--- src/rtl/fix_msg_parse.sv ---
// FIX byte-stream receiver: reassembles tag=value<SOH> fields into parallel words
// and validates the trailing tag-10 checksum against a running mod-256 byte sum.
module fix_msg_parse #(
    parameter int VALUE_WIDTH = 256
) (
    input  logic                   clk,
    input  logic                   rst,
    input  logic [7:0]             data_i,
    input  logic                   data_valid_i,
    output logic [31:0]            tag_o,
    output logic [4:0]             t_size_o,
    output logic [VALUE_WIDTH-1:0] val_o,
    output logic [7:0]             v_size_o,
    output logic                   field_valid_o,
    output logic                   end_o,
    output logic                   checksum_ok_o,
    output logic                   error_o
);

    localparam logic [7:0] SOH   = 8'h01;
    localparam logic [7:0] EQ    = 8'h3D;
    localparam logic [7:0] MAX_V = 8'(VALUE_WIDTH / 8);

    typedef enum logic [1:0] {
        S_TAG,
        S_VAL,
        S_ERR
    } state_t;

    state_t                 state_q, state_d;
    logic [31:0]            tag_q, tag_d;
    logic [2:0]             t_cnt_q, t_cnt_d;
    logic [VALUE_WIDTH-1:0] val_q, val_d;
    logic [7:0]             v_cnt_q, v_cnt_d;
    logic [7:0]             sum_q, sum_d;
    logic [7:0]             sum_pre_q, sum_pre_d;

    logic [31:0]            tag_nx;
    logic [4:0]             t_size_nx;
    logic [VALUE_WIDTH-1:0] val_nx;
    logic [7:0]             v_size_nx;
    logic                   fv_nx, end_nx, ok_nx, err_nx;
    logic                   clear_field;

    // The buffered tag still identifies the checksum field while its value or error tail streams in.
    logic       is_cks;
    logic [7:0] c0, c1, c2;
    logic       digits_ok;
    logic [9:0] cks_num;
    logic       cks_match;

    assign is_cks    = (t_cnt_q == 3'd2) && (tag_q == 32'h0000_3031);
    assign c0        = val_q[7:0];
    assign c1        = val_q[15:8];
    assign c2        = val_q[23:16];
    assign digits_ok = (c0 >= 8'h30) && (c0 <= 8'h39) &&
                       (c1 >= 8'h30) && (c1 <= 8'h39) &&
                       (c2 >= 8'h30) && (c2 <= 8'h39);
    assign cks_num   = 10'(c0 - 8'h30) * 10'd100 +
                       10'(c1 - 8'h30) * 10'd10 +
                       10'(c2 - 8'h30);
    assign cks_match = (v_cnt_q == 8'd3) && digits_ok && (cks_num == {2'b00, sum_pre_q});

    always_comb begin
        // NOTE: every signal written here gets a default first, so no path can infer a latch.
        state_d     = state_q;
        tag_d       = tag_q;
        t_cnt_d     = t_cnt_q;
        val_d       = val_q;
        v_cnt_d     = v_cnt_q;
        sum_d       = sum_q;
        sum_pre_d   = sum_pre_q;
        tag_nx      = tag_o;
        t_size_nx   = t_size_o;
        val_nx      = val_o;
        v_size_nx   = v_size_o;
        fv_nx       = 1'b0;
        end_nx      = 1'b0;
        ok_nx       = 1'b0;
        err_nx      = 1'b0;
        clear_field = 1'b0;

        if (data_valid_i) begin
            sum_d = sum_q + data_i;
            case (state_q)
                S_TAG: begin
                    if (data_i == SOH) begin
                        err_nx      = 1'b1;
                        clear_field = 1'b1;
                    end else if (data_i == EQ) begin
                        if (t_cnt_q == 3'd0) begin
                            state_d = S_ERR;
                            err_nx  = 1'b1;
                        end else begin
                            state_d = S_VAL;
                        end
                    end else if (t_cnt_q == 3'd4) begin
                        state_d = S_ERR;
                        err_nx  = 1'b1;
                    end else begin
                        tag_d[t_cnt_q*8 +: 8] = data_i;
                        t_cnt_d               = t_cnt_q + 3'd1;
                        if (t_cnt_q == 3'd0) sum_pre_d = sum_q;
                    end
                end
                S_VAL: begin
                    if (data_i == SOH) begin
                        fv_nx       = 1'b1;
                        tag_nx      = tag_q;
                        t_size_nx   = {2'b00, t_cnt_q};
                        val_nx      = val_q;
                        v_size_nx   = v_cnt_q;
                        end_nx      = is_cks;
                        ok_nx       = is_cks && cks_match;
                        clear_field = 1'b1;
                    end else if (v_cnt_q == MAX_V) begin
                        state_d = S_ERR;
                        err_nx  = 1'b1;
                    end else begin
                        val_d[v_cnt_q*8 +: 8] = data_i;
                        v_cnt_d               = v_cnt_q + 8'd1;
                    end
                end
                S_ERR: begin
                    if (data_i == SOH) clear_field = 1'b1;
                end
                default: state_d = S_TAG;
            endcase

            if (clear_field) begin
                state_d = S_TAG;
                tag_d   = '0;
                t_cnt_d = '0;
                val_d   = '0;
                v_cnt_d = '0;
                if (is_cks) begin
                    sum_d     = '0;
                    sum_pre_d = '0;
                end
            end
        end
    end

    // NOTE: sequential state uses non-blocking assignments only; the field buffers are
    // ordinary flops and are cleared on reset together with everything else.
    always_ff @(posedge clk or negedge rst) begin
        if (!rst) begin
            state_q       <= S_TAG;
            tag_q         <= '0;
            t_cnt_q       <= '0;
            val_q         <= '0;
            v_cnt_q       <= '0;
            sum_q         <= '0;
            sum_pre_q     <= '0;
            tag_o         <= '0;
            t_size_o      <= '0;
            val_o         <= '0;
            v_size_o      <= '0;
            field_valid_o <= 1'b0;
            end_o         <= 1'b0;
            checksum_ok_o <= 1'b0;
            error_o       <= 1'b0;
        end else begin
            state_q       <= state_d;
            tag_q         <= tag_d;
            t_cnt_q       <= t_cnt_d;
            val_q         <= val_d;
            v_cnt_q       <= v_cnt_d;
            sum_q         <= sum_d;
            sum_pre_q     <= sum_pre_d;
            tag_o         <= tag_nx;
            t_size_o      <= t_size_nx;
            val_o         <= val_nx;
            v_size_o      <= v_size_nx;
            field_valid_o <= fv_nx;
            end_o         <= end_nx;
            checksum_ok_o <= ok_nx;
            error_o       <= err_nx;
        end
    end

endmodule

--- config.mk ---
export PLATFORM = sky130hd
export DESIGN_NAME = fix_msg_parse
export DESIGN_NICKNAME = d
export VERILOG_FILES = /design/src/rtl/fix_msg_parse.sv
export SDC_FILE = /design/constraint.sdc
export NUM_CORES = 1
export LEC_CHECK = 0
export ABC_AREA = 1
export BUFFER_PORTS_ARGS = -buffer_cell sky130_fd_sc_hd__buf_2
export CAP_MARGIN = 10
export CELL_PAD_IN_SITES_DETAIL_PLACEMENT = 2
export CELL_PAD_IN_SITES_GLOBAL_PLACEMENT = 2
export CORE_ASPECT_RATIO = 1.2
export CORE_MARGIN = 10
export CORE_UTILIZATION = 36
export CTS_CLUSTER_DIAMETER = 200
export DETAILED_ROUTE_END_ITERATION = 16
export PLACE_DENSITY_LB_ADDON = 0.1
export SETUP_SLACK_MARGIN = 0.4
export SYNTH_ARGS = -nofsm -noshare
export SYNTH_HDL_FRONTEND = slang
export SYNTH_SLANG_ARGS = --single-unit
--- constraint.sdc ---
create_clock -name clk -period 3.96 [get_ports clk]
set_input_delay 0.396 -clock clk [delete_from_list [all_inputs] [get_ports clk]]
set_output_delay 0.396 -clock clk [all_outputs]
set_load 0.01 [all_outputs]
==> flow_summary.ini <==
[outcome]
status = finished clean

[logic_synthesis]
synth_enable_flop_cells = 0
synth_top_cell_area_share_pct = 56.71
synth_cells = 3146
synth_flop_cell = dfrtp_1
synthTopCellsByArea = dfrtp_1, nand2_1, nand3_1
netlist_area_sq_um = 27360
async_flop_share_pct = 100.0
synth-adder-area-share_pct = 3.302
synth_simple_gate_area_share_pct = 27.76
muxShareOfSynthArea_pct = 0
synth.largest_area_cell = dfrtp_1
synth_top_family_by_area = simple AND/OR/NAND/NOR gates
synth-xor-area-share_pct = 0.7318
ys_seq_elements = 620
postSynthAreaPerCell_sq_um = 8.696
synth_compound_area_share_pct = 6.526
yosysSeqAreaShare_pct = 56.71
ys_types = 47
yosysWarnings = 0

[sta]
fmax_ghz = 0.2868
setup_ws_ps = 473.2
setup_tns_ps = 0
fin_crit_sh_pct = 88.05
setup_violations = 0
tightest_slew_ps = 1122
fin_skew_ps = 30.49
slew_headroom_pct = 25.18
rsz0062_at_grt = true
drv_slew = 0
finalCriticalPeriod_ps = 3487
finalHoldViolCount = 0

[global_routing]
antenna_found_initial = 0
grt_start_max_net_pins = 133
grt_usage_pct = 23.75
grt_pass1_wl_um = 162100
grt_overflow = 0
grt_pass1_vias = 26080

[placement]
dp_slack_ps = 84.33
io_buffers = 313
dp_hpwl_um = 76730
gp_congestion = 0.8538

[clock_tree]
cts.sinks = 620
worst_skew_pair.late_latency_ps = 620
clock-root-buffer = clkbuf_16
cts_made_buffers = 68
cts_tree = done
cts_htree_levels = 3
clk_path_buf_depth = 3
clk_pin_slew_worst_paths_ps = 60

[floorplanning]
die_width_um = 271.7
design.portCount = 316
dieArea_sq_um = 87470
core-area_sq_um = 75150
std_cell_rows = 110
die_h_um = 322.0
start_util_pct = 36.41

[pwr]
vdd_drop_max_mv = 0.3073
p_per_area_nw_per_um2 = 492.5
leakagePower_nw = 17.75

[routing]
wirelength_um = 105500
drtIter0Drc = 1377
drt-vias-per-instance = 5.156
firstDrtPassIters = 7
drc_errors = 0
route.vias.total = 23240
wl_per_cell_um = 23.40
antenna_left = 0

[critical_path]
critical_path.max_fanout = 4
rrSetupSlack_ps = 470
cp.arrival_ps = 4040
r2r_start = val_q[2]
cp-start-kind = register
cp.required_ps = 4510
r2r_cells = 16
critPathCaptureType = register
reg2reg_to = checksum_ok_o
path_class = register to register

[min_path]
hp-start = data_i[4]
hold_class = primary input to register
hold_path_depth = 3
holdPathEnd = tag_q[28]

[finish]
syn2layout_area_growth_pct = 19.82
nets = 3525
seq_area_sq_um = 15520
fillers = 8392
post-route-util_pct = 43.62
multi_input_area_sq_um = 10750
antenna_cells = 0
drive_above_1_share_pct = 17.29

[run]
cap_violations = 0
Yosys cell counts, drive strengths merged (3+ instances only):
| master | n |
|---|---|
| buf | 44 |
| nand2 | 1217 |
| clkbuf | 93 |
| clkinv | 4 |
| nand3b | 4 |
| o21ai | 248 |
| a22o | 3 |
| fa | 12 |
| ha | 53 |
| nor4 | 3 |
| xnor2 | 11 |
| a31oi | 4 |
| o31ai | 5 |
| xor2 | 11 |
| inv | 197 |
| nor2 | 159 |
| nand3 | 286 |
| o22ai | 32 |
| a21oi | 38 |
| dfrtp | 620 |
| nand4 | 62 |
| nor3 | 33 |
kinds of logic after synthesis:
kind of cell             after synthesis
AO/OA/AOI/OAI                        336
adder cells (fa/ha/maj)               65
flip-flops                           620
AND/OR/NAND/NOR                     1764
XOR/XNOR                              22
other                                  1
buffers and inverters                338
through the flow:
step	total power, mW	instance area, sq um	std cells	hold WS (ps)
after global placement	9.336	30090	4370	390.3
after detailed placement	9.492	30100	4371	390.6
after floorplan	8.463	27370	3147	100.4
after global routing	16.88	32780	4508	175.9
after CTS	16.30	32620	4497	134.2
final	16.14	32780	4508	174.4
cells in the final DEF (no fill, tap or decap), types with 9 or more instances in the layout:
| cell type | synthesis | routed |
|---|---|---|
| a21oi_1 | 37 | 33 |
| dfrtp_1 | 620 | 616 |
| clkinv_2 | 3 | 16 |
| fa_1 | 12 | 9 |
| buf_12 | 0 | 12 |
| nor2_1 | 151 | 150 |
| inv_2 | 23 | 29 |
| nand2_2 | 17 | 22 |
| nand2_1 | 1196 | 1191 |
| inv_1 | 174 | 165 |
| ha_4 | 0 | 13 |
| clkbuf_16 | 0 | 70 |
| buf_4 | 5 | 42 |
| xor2_1 | 11 | 10 |
| nor3_1 | 28 | 28 |
| ha_1 | 53 | 36 |
| o21ai_0 | 206 | 204 |
| clkbuf_1 | 93 | 13 |
| nand3_1 | 283 | 282 |
| o21ai_1 | 41 | 42 |
| nand4_4 | 13 | 13 |
| clkbuf_8 | 0 | 11 |
| o22ai_1 | 32 | 32 |
| buf_2 | 24 | 313 |
| nand4_1 | 49 | 49 |
critical path, stage by stage (launching register included):
cell and delay [ps]:
dfrtp_2 460, inv_4 80, ha_4 210, ha_4 220, fa_2 610, ha_4 230
xnor2_2 140, fa_1 520, inv_2 50, ha_4 220, a21oi_2 110, o21ai_1 70
a31oi_1 220, inv_1 70, nand3_1 70, nand2_1 50, nor2_1 90
registers in the layout, summed over array words and instances, names as in the netlist, 2 cells and up:
signal and cells:
val_o 256, val_q 256, tag_o 32, tag_q 32, sum_pre_q 8, sum_q 8
v_cnt_q 8, v_size_o 8, t_cnt_q 3, t_size_o 3, state_q 2
how the worst max path moves through the flow:
stage | start | endpoint | cells past startpoint
5_1_grt | val_q[12] | checksum_ok_o | 16
2_1_floorplan | val_q[3] | checksum_ok_o | 16
3_3_place_gp | val_q[2] | checksum_ok_o | 16
4_1_cts | val_q[12] | checksum_ok_o | 20
3_5_place_dp | val_q[2] | checksum_ok_o | 16
6_report | val_q[2] | checksum_ok_o | 16
per-layer routing:
layer / share of wire, % / GRT usage (%) / up-vias
li1: - / - / 10760
met1: 38 / 26.12 / 11980
met2: 55 / 45.75 / 369
met3: 3.1 / 3.207 / 140
met4: 3.3 / 8.168 / 0
met5: 0 / 0 / -
what timing repair did:
action | CTS | global route
pin swaps | 4 | 15
hold endpoints to repair | 52 | 0
gates resized for setup | 25 | 24
buffers inserted | 4 | 11
cloned | 0 | 0
hold buffers | 1 | 0
endpoints found under the setup margin | 1 | 25
area by class of cell:
class | count | share of cell area (%)
multi-input combinational | 2189 | 32.80
clock buffer | 94 | 5.954
inverter | 201 | 2.359
clock inverter | 27 | 1.145
sequential | 620 | 47.35
tap | 1008 | 3.847
timing repair buffer | 369 | 6.550
power breakdown:
group	switching (mW)	internal, mW	total (mW)
sequential	0.238	6.59	6.82
clock	2.77	3.89	6.66
combinational	1.93	0.734	2.66
total	4.94	11.2	16.1
No activity file was read; power rests on OpenSTA's default activity.
